**src/rtl/cp0_exc_ctrl_pkg.sv**
```systemverilog
// cp0_exc_ctrl_pkg: shared ExcCode values, CP0 register numbers, field positions and defaults.
package cp0_exc_ctrl_pkg;
  localparam logic [4:0] EXC_INT = 5'd0, EXC_ADEL = 5'd4, EXC_ADES = 5'd5, EXC_RI = 5'd10, EXC_OV = 5'd12;
  localparam logic [4:0] REG_BADVADDR = 5'd8, REG_SR = 5'd12, REG_CAUSE = 5'd13, REG_EPC = 5'd14, REG_PRID = 5'd15;
  localparam int SR_IE = 0, SR_EXL = 1, IM_LO = 10, IM_HI = 15;
  localparam int CAUSE_BD = 31, IP_LO = 10, IP_HI = 15, EXC_LO = 2, EXC_HI = 6;
  localparam logic [31:0] HANDLER_PC_DEF = 32'h0000_4180, PRID_DEF = 32'h0000_4D50;
endpackage

```
**src/rtl/cp0_exc_ctrl.sv**
```systemverilog
// cp0_exc_ctrl: CP0 SR/Cause/EPC/PRId register file and interrupt/exception arbiter.
// Optional BadVAddr register and VAddr_M port enabled by defining CP0_BADVADDR_EN.
module cp0_exc_ctrl
  import cp0_exc_ctrl_pkg::*;
#(
  parameter logic [31:0] PRID_VAL   = PRID_DEF,
  parameter logic [31:0] HANDLER_PC = HANDLER_PC_DEF
) (
  input  logic        clk,
  input  logic        reset,
  input  logic [4:0]  A1,
  input  logic [4:0]  A2,
  input  logic [31:0] DIn,
  input  logic        We,
  input  logic [31:0] PC_M,
  input  logic        BD_M,
  input  logic [6:2]  ExcCode_M,
  input  logic [7:2]  HWInt,
  input  logic        EXLClr,
`ifdef CP0_BADVADDR_EN
  input  logic [31:0] VAddr_M,
`endif
  output logic [31:0] DOut,
  output logic [31:0] EPC_out,
  output logic        Req,
  output logic [31:0] Handler_Addr
);
  logic [5:0]  sr_im, cause_ip;
  logic        sr_exl, sr_ie, cause_bd;
  logic [4:0]  cause_exc;
  logic [31:0] epc, sr_w, cause_w, bva_w, pc_al;
  logic        int_req, exc_req;
  assign int_req = reset & (|(HWInt & sr_im)) & sr_ie & ~sr_exl;
  assign exc_req = reset & (ExcCode_M != EXC_INT) & ~sr_exl;
  assign Req = int_req | exc_req;
  assign pc_al = PC_M & ~32'h3;
  assign EPC_out = epc;
  assign Handler_Addr = HANDLER_PC;
  always_comb begin
    sr_w = '0;
    sr_w[IM_HI:IM_LO] = sr_im;
    sr_w[SR_EXL] = sr_exl;
    sr_w[SR_IE] = sr_ie;
    cause_w = '0;
    cause_w[CAUSE_BD] = cause_bd;
    cause_w[IP_HI:IP_LO] = cause_ip;
    cause_w[EXC_HI:EXC_LO] = cause_exc;
  end
`ifdef CP0_BADVADDR_EN
  logic [31:0] bad_vaddr;
  assign bva_w = bad_vaddr;
  always_ff @(posedge clk)
    if (!reset) bad_vaddr <= '0;
    else if (exc_req && !int_req && (ExcCode_M == EXC_ADEL || ExcCode_M == EXC_ADES)) bad_vaddr <= VAddr_M;
`else
  assign bva_w = '0;
`endif
  assign DOut = A1 == REG_SR       ? sr_w :
                A1 == REG_CAUSE    ? cause_w :
                A1 == REG_EPC      ? epc :
                A1 == REG_PRID     ? PRID_VAL :
                A1 == REG_BADVADDR ? bva_w : '0;
  // A taken request squashes any concurrent mtc0 or eret from the same instruction.
  always_ff @(posedge clk) begin
    if (!reset) begin
      sr_im <= '0;
      sr_exl <= 1'b0;
      sr_ie <= 1'b0;
      cause_bd <= 1'b0;
      cause_ip <= '0;
      cause_exc <= '0;
      epc <= '0;
    end else begin
      cause_ip <= HWInt;
      if (Req) begin
        sr_exl <= 1'b1;
        cause_exc <= int_req ? EXC_INT : ExcCode_M;
        cause_bd <= BD_M;
        epc <= BD_M ? pc_al - 32'd4 : pc_al;
      end else begin
        if (We && A2 == REG_SR) begin
          sr_im <= DIn[IM_HI:IM_LO];
          sr_exl <= DIn[SR_EXL];
          sr_ie <= DIn[SR_IE];
        end
        if (We && A2 == REG_EPC) epc <= DIn & ~32'h3;
        if (EXLClr) sr_exl <= 1'b0;
      end
    end
  end
endmodule
```
**config.mk**
```make
export PLATFORM = sky130hd
export DESIGN_NAME = cp0_exc_ctrl
export DESIGN_NICKNAME = d
export VERILOG_FILES = /design/src/rtl/cp0_exc_ctrl_pkg.sv /design/src/rtl/cp0_exc_ctrl.sv
export SDC_FILE = /design/constraint.sdc
export NUM_CORES = 1
export LEC_CHECK = 0
export CORE_MARGIN = 5
export CORE_UTILIZATION = 43
export CTS_CLUSTER_SIZE = 30
export DETAILED_ROUTE_END_ITERATION = 16
export GPL_ROUTABILITY_DRIVEN = 0
export PLACE_DENSITY = 0.93
export SYNTH_ARGS = -nofsm -noshare
export SYNTH_HDL_FRONTEND = slang
export SYNTH_SLANG_ARGS = --single-unit
```
**constraint.sdc**
```tcl
create_clock -name clk -period 6.45 [get_ports clk]
set_clock_uncertainty 0.1 [all_clocks]
set_input_delay 1.29 -clock clk [delete_from_list [all_inputs] [get_ports clk]]
set_output_delay 1.29 -clock clk [all_outputs]
set_load 0.005 [all_outputs]
```
# Yosys cells after proc, flatten, opt, wreduce, memory -nomap -nowiden
# Cells that the tools add are included.
# word_totals
ff_bits	52
n_memories	0
latch_bits	0
output_inout_bits	97
ramBits	0
in_bits	90
rom_bits	0
wordCells	41
# op_classes
n_eq_ne	6
mux	11
mul	0
addsub	1
n_lt_le_gt_ge	0
n_reduce_logical	7
bitwise_logic	9
div_mod_pow	0
n_shift	0
# op_table
operator	n
2-to-1 mux 32 bit	6
subtractor 32 x 3 -> 32 bit, second input constant	1
== test 5 x 4 -> 1 bit, second input constant	6
2-to-1 mux 15 bit	1
bitwise AND 6 bit	1
OR reduction 6 bit	1
bitwise AND 1 bit	5
2-to-1 mux 5 bit	1
nonzero test 5 bit	1
2-to-1 mux 1 bit	3
nonzero test 3 bit	1
logical AND 1 bit	2
NOT 1 bit	2
AND reduction 2 bit	1
nonzero test 2 bit	1
OR 1 bit	1

# Longest topological paths before layout
# Gate-level depths: netlist (run 1).
# depth
depth_word	8
ltp_mapped	7
depth_no_buf	7

# Worst setup path after synthesis (run 1)
# No wires, ideal clock.
# synth_timing
path_kind	input port to output port
start	input port A1[1]
end	output port DOut[21]
cell_stages	5
required_time_ps	5060
path_buffers	2
arrival_ps	2435
path_slack_ps	2625
path_cell_list	clkbuf_1 > nor2b_1 > nor2b_1 > clkbuf_1 > and2_1
# synth_via
elab_chain_cells	4
word_cells_on_any_way	6
cone_classes	eq/ne: 3; mux: 3
# synth_rtl
item	line_no	text
start, declared	cp0_exc_ctrl.sv:11	input logic [4:0] A1,
== test 5 x 4 -> 1 bit	cp0_exc_ctrl.sv:60	A1 == REG_EPC ? epc :
2-to-1 mux 32 bit	cp0_exc_ctrl.sv:60	
2-to-1 mux 32 bit	cp0_exc_ctrl.sv:59	A1 == REG_CAUSE ? cause_w :
2-to-1 mux 32 bit *	cp0_exc_ctrl.sv:58	assign DOut = A1 == REG_SR ? sr_w :
end, declared	cp0_exc_ctrl.sv:23	output logic [31:0] DOut,
# Mark *: on every way between the ends. The rest lies on a longest branch, timed or not.

# Final worst setup path (run 1)
# layout_timing
start	input port A1[0]
end	output port DOut[5]
# The elaborated chain is that of the path after synthesis.

==> metrics.yaml, run 1 <==
outcome:
  status: "finished clean"
cts:
  cts_resized: 0
  cts_tree: "done"
  clk_pin_slew_ns: 0.10
  postCtsSetupRepairBufs: 0
  clk-insertion-delay-late_ns: 0.30
  cts_root_buf: "clkbuf_8"
  clk_path_buf_depth: 2
  h-tree-depth: 2
  postCtsHoldBufs: 0
  cts_sinks: 50
  cts-buffers-inserted: 5
synthesis:
  syn_inst: 412
  ys_types: 45
  synth.top_cell.area_share_pct: 29.2
  syn_area_per_cell_um2: 8.33
  syn_area_um2: 3430
  ys_async_sr_fraction_pct: 0
  synth-seq-area-share_pct: 29.2
  netlist.top_cell.by_area: "dfxtp_1"
  yosys_most_used_dff: "dfxtp_1"
  synthTopCellsByArea: "dfxtp_1 29%, mux2i_1 12%, buf_4 7.4%"
  synth-edff-count: 0
  synth_seq_cells: 50
  yosys_warnings: 0
sta:
  finalCritPeriodShare_pct: 75.8
  hold_viol_final: 0
  worst_pin_slew_ns: 1.07
  rsz0062_at_grt: "false"
  period_minus_slack_ns: 4.89
  setup_tns_ns: 0
  finalMaxSlewViolations: 0
  setup_viol: 0
  max_freq_ghz: 0.205
  fin_ws_ns: 1.56
  relSlewSlack_pct: 28.6
floorplanning:
  die_x_um: 99.4
  rows: 32
  start_util_pct: 44.2
  io_pins: 187
  coreArea_um2: 7770
  die_h_um: 99.4
  die-area_um2: 9870
layout:
  drive_gt1_share_pct: 4.56
  fin_cells: 650
  nets: 638
  syn_to_final_growth_pct: 44.5
  n_antenna_cell: 0
critical_path:
  cpMaxStageDelayCell: "clkdlybuf4s50_1"
  crit_arrival_ns: 3.50
  cp_top_family: "buffers and inverters"
  crit_cells: 5
  crit_path_end_kind: "output pin"
  required_ns: 5.06
  path_buf_inv: 2
  slowest_delay_ns: 0.77
  critPathKind: "input pin to output pin"
  cp-start-kind: "input pin"
  crit_path_frequent_cell: "clkdlybuf4s50_1"
  crit_chain: "clkdlybuf4s50_1 -> nor2b_1 -> a22oi_1 -> nor2_1 -> clkdlybuf4s50_1"
  crit_fanout: 14
  reg2reg_depth: 6
run:
  drv_cap: 0
grt:
  grt_use_met1_pct: 24.0
  grt_first_pass_wirelength_mm: 17.3
  use_met2_pct: 39.8
  grt_overflow: 0
  grt_max_degree: 62
  grt_pass1_vias: 3537
  use_met3_pct: 5.26
  busiest_layer: "met2"
  globalRouteTotalUtil_pct: 21.3
  antenna_found_initial: 0
drt:
  ant_nets: 0
  via_count: 3392
  wirelength_mm: 10.8
  drt_iter0_markers: 99
  drt-pass1-iter-count: 4
  via_per_inst: 5.22
  drc: 0
  drt-wirelength-per-cell_um: 16.6
placement:
  hpwl_mm: 8.44
  dp_slack_ns: 1.55
  dp.cells: 642
  portBuffers: 150
pwr:
  powerDensity_nw_per_um2: 154
  ir_drop_mv: 0.0919
  power_leakage_uw: 0.00231
min_path:
  hp-class: "register to register"
  hold_path_depth: 2
power breakdown:
group          leakage [uW]  total (uW)  internal, uW  switching (uW)
logic               0.00185         216           125            90.8
clock network     0.0000478         200          88.6             112
registers          0.000412         351           333            17.8
total               0.00231         766           546             220
logic make-up after synthesis:
| kind of cell | Yosys count | synth area share [%] |
|---|---|---|
| AND/OR/NAND/NOR | 174 | 27.2 |
| buffers and inverters | 62 | 10.6 |
| AO/OA/AOI/OAI | 52 | 12.6 |
| flip-flops | 50 | 29.2 |
| multiplexers | 44 | 12.9 |
| XOR/XNOR | 27 | 6.89 |
| other | 2 | 0.219 |
| adder cells (fa/ha/maj) | 1 | 0.364 |
worst paths after layout:
check / startpoint / endpoint / slack, ns
hold reg to reg: sr_ie$_SDFFE_PN0P_ / sr_ie$_SDFFE_PN0P_ / 0.38
setup / recovery: A1[0] / DOut[5] / 1.56
setup reg to reg: sr_im[3]$_SDFFE_PN0P_ / EPC_out[7]$_SDFFE_PN0P_ / 4.29
hold / removal: sr_ie$_SDFFE_PN0P_ / sr_ie$_SDFFE_PN0P_ / 0.38
metal layers:
| metal | up-vias | share of wire (%) | wire length, um |
|---|---|---|---|
| met1 | 1571 | 39 | 4250 |
| met2 | 162 | 51 | 5530 |
| met5 | - | 0 | 0 |
| met3 | 16 | 8.0 | 865 |
| met4 | 0 | 1.3 | 142 |
| li1 | 1643 | - | - |
registers in the layout, indices dropped and copies added (netlist names):
signal	cells
EPC_out	30
cause_bd	1
cause_exc	5
cause_ip	6
sr_exl	1
sr_ie	1
sr_im	6
synth_stat cells, drive strengths merged (2+ instances only):
master / count
nand2: 58
dfxtp: 50
mux2i: 41
buf: 39
nor2: 25
and2: 23
o211a: 23
clkbuf: 19
xor2: 19
a22oi: 12
nor4: 11
nor2b: 10
nor3: 8
xnor2: 8
and3: 6
nand4: 6
or3: 6
a21oi: 5
nand3: 5
o21ai: 5
or4: 5
inv: 4
mux2: 3
nand3b: 3
o22ai: 3
conb: 2
nand2b: 2
nor4b: 2
placed cells by master (no fill, tap or decap), types with 12 or more instances in the layout:
cell type          n
a22oi_1           12
nand2_1           58
nor2_1            24
and2_1            23
dfxtp_1           50
clkdlybuf4s50_1  149
o211a_1           23
mux2i_1           41
conb_1            34
xor2_1            19
worst min-delay path: cells and delay by family, from the launching register on:
kind | cells | cell delay [ns]
DFF | 1 | 0.33
muxes | 1 | 0.06
and+or+nand+nor | 1 | 0.05
stage by stage:
stage / hold WS (ns) / cell area, um2 / utilization [%] / power (uW)
global route: 0.403 / 4960 / 63.9 / 807
global placement: 0.350 / 4860 / 62.6 / 565
CTS: 0.380 / 4960 / 63.9 / 773
finish: 0.377 / 4960 / 63.9 / 766
floorplan: 0.334 / 3550 / - / 461
detailed placement: 0.366 / 4860 / 62.6 / 573
area by class of cell:
| cell class | instances | area (um2) |
|---|---|---|
| multi-input cells | 332 | 2190 |
| inverters | 4 | 15.0 |
| clock inverters | 2 | 16.3 |
| well taps | 102 | 128 |
| repair buffers | 154 | 1530 |
| flip-flops and latches | 50 | 1000 |
| fillers | 662 | 2810 |
| clock buffers | 6 | 82.6 |
Power figures use the tool's default switching activity.
==> run 2, diff against run 1 <==
--- a/config.mk
+++ b/config.mk
@@ -6,11 +6,11 @@
 export NUM_CORES = 1
 export LEC_CHECK = 0
 export CORE_MARGIN = 5
-export CORE_UTILIZATION = 43
+export CORE_UTILIZATION = 40
 export CTS_CLUSTER_SIZE = 30
 export DETAILED_ROUTE_END_ITERATION = 16
 export GPL_ROUTABILITY_DRIVEN = 0
-export PLACE_DENSITY = 0.93
+export PLACE_DENSITY = 0.87
 export SYNTH_ARGS = -nofsm -noshare
 export SYNTH_HDL_FRONTEND = slang
 export SYNTH_SLANG_ARGS = --single-unit
==> constraint.sdc (replaced) <==
create_clock -name clk -period 5.03 [get_ports clk]
set_clock_uncertainty 0.1 [all_clocks]
set_input_delay 1.006 -clock clk [delete_from_list [all_inputs] [get_ports clk]]
set_output_delay 1.006 -clock clk [all_outputs]
set_load 0.005 [all_outputs]
==> metrics.yaml, run 2 (synthesis results as in run 1) <==
run:
  drv_cap: 0  # unchanged
critical_path:
  cp-start-kind: "input pin"  # unchanged
  crit_path_end_kind: "output pin"  # unchanged
  crit_arrival_ns: 3.21  # was 3.50 ns
  reg2reg_depth: 6  # unchanged
  required_ns: 3.92  # was 5.06 ns
  crit_fanout: 17  # was 14
  crit-reg2reg-capture: "EPC_out[5]$_SDFFE_PN0P_"  # was EPC_out[7]$_SDFFE_PN0P_
  worstReg2RegStart: "sr_im[0]$_SDFFE_PN0P_"  # was sr_im[3]$_SDFFE_PN0P_
  worst-r2r-setup-slack_ns: 2.99  # was 4.29 ns
  critPathKind: "input pin to output pin"  # unchanged
sta:
  finalCritPeriodShare_pct: 85.8
  worst_pin_slew_ns: 0.626  # was 1.07 ns
  max_freq_ghz: 0.232
  finalMaxSlewViolations: 0  # unchanged
  hold_viol_final: 0  # unchanged
  setup_tns_ns: 0  # unchanged
  rsz0062_at_grt: "false"  # unchanged
  relSlewSlack_pct: 58.2  # was 28.6%
  period_minus_slack_ns: 4.32
  setup_viol: 0  # unchanged
grt:
  grt_overflow: 0  # unchanged
  antenna_found_initial: 0  # unchanged
  grt_max_degree: 62  # unchanged
  grt_use_met1_pct: 23.5  # was 24.0%
  grt_pass1_vias: 3223  # was 3537
  globalRouteTotalUtil_pct: 18.6  # was 21.3%
  use_met2_pct: 33.7  # was 39.8%
  grt_first_pass_wirelength_mm: 15.7  # was 17.3 mm
  busiest_layer: "met2"  # unchanged
  use_met3_pct: 3.25  # was 5.26%
drt:
  drt-pass1-iter-count: 5  # was 4
  via_per_inst: 5.07  # was 5.22
  wirelength_mm: 10.3  # was 10.8 mm
  drt_iter0_markers: 129  # was 99
  ant_nets: 0  # unchanged
  drc: 0  # unchanged
  via_count: 3318  # was 3392
  drt-wirelength-per-cell_um: 15.7  # was 16.6 um
pwr:
  powerDensity_nw_per_um2: 196  # was 154 nW/um2
  power_leakage_uw: 0.00232  # was 0.00231 uW
  ir_drop_mv: 0.128  # was 0.0919 mV
  p_total_uw: 975  # was 766 uW
layout:
  postLayoutCoreUtil_pct: 59.9  # was 63.9%
  n_antenna_cell: 0  # unchanged
  final_common_cell: "clkdlybuf4s50_1"  # unchanged
  syn_to_final_growth_pct: 44.8  # was 44.5%
  nets: 639  # was 638
  final_cell_mix: "149 x clkdlybuf4s50_1, 58 x nand2_1, 50 x dfxtp_1"  # unchanged
  drive_gt1_share_pct: 4.74  # was 4.56%
  fin_cells: 654  # was 650
  largest_reg_flops: 30  # unchanged
floorplanning:
  rows: 33  # was 32
  start_util_pct: 41.4  # was 44.2%
  coreArea_um2: 8300  # was 7770 um2
  io_pins: 187  # unchanged
  die_x_um: 103  # was 99.4 um
  die-area_um2: 10500  # was 9870 um2
  die_h_um: 103  # was 99.4 um
cts:
  cts-buffers-inserted: 5  # unchanged
  clk-insertion-delay-late_ns: 0.29  # was 0.30 ns
  h-tree-depth: 2  # unchanged
  cts_tree: "done"  # unchanged
  cts_sinks: 50  # unchanged
  postCtsSetupRepairBufs: 0  # unchanged
  clk_path_buf_depth: 2  # unchanged
  postCtsHoldBufs: 0  # unchanged
  cts_root_buf: "clkbuf_8"  # unchanged
  cts_resized: 0  # unchanged
  clk_pin_slew_ns: 0.10  # about the same
placement:
  portBuffers: 150  # unchanged
  hpwl_mm: 8.14  # was 8.44 mm
  dp.cells: 646  # was 642
outcome:
  status: "finished clean"  # unchanged
min_path:
  holdCritStartpoint: "sr_ie$_SDFFE_PN0P_"  # unchanged
  hp-class: "register to register"  # unchanged
  hold_path_depth: 2  # unchanged
  holdPathEnd: "sr_ie$_SDFFE_PN0P_"  # unchanged
[run 2: final cells by class]
cell class | instances | area, um2
inverters | 4 | 15.0
fillers | 753 | 3330
clock buffers | 6 | 82.6
flip-flops and latches | 50 | 1000
repair buffers | 155 | 1530
well taps | 105 | 131
clock inverters | 2 | 16.3
multi-input cells | 332 | 2190
[run 2: critical path, stage by stage]
cell and delay, ns:
clkdlybuf4s50_1 0.66, nor2b_1 0.45, nor2b_1 0.20, buf_4 0.23, and2_1 0.16, clkdlybuf4s50_1 0.50
[run 2: per-layer routing]
metal | wire length (um) | vias to the layer above | part of all wire (%)
met1 | 4250 | 1545 | 41
met3 | 743 | 8 | 7.2
met5 | 0 | - | 0
met4 | 71 | 0 | 0.69
met2 | 5220 | 128 | 51
li1 | - | 1637 | -
[run 2: through the flow]
stage                     hold WS, ns  cell area [um2]  setup slack [ns]
after floorplan                 0.334             3550              1.77
final                           0.379             4970             0.712
after global placement          0.350             4870             0.769
after detailed placement        0.363             4870             0.714
after global routing            0.390             4970             0.522
after CTS                       0.377             4970             0.712
[run 2: how the worst max path moves through the flow]
stage,startpoint,to,cells past startpoint
finish,A1[0],DOut[23],6
global route,A1[0],DOut[16],6
CTS,A1[0],DOut[19],6
detailed placement,A1[0],DOut[19],6
global placement,A1[0],DOut[24],6
floorplan,A1[1],DOut[21],5
[run 2: power by group]
group	switching, uW	leakage (uW)	internal, uW
Sequential	22.2	0.000412	427
Combinational	115	0.00186	160
Clock	138	0.0000478	114
Total	275	0.00232	700
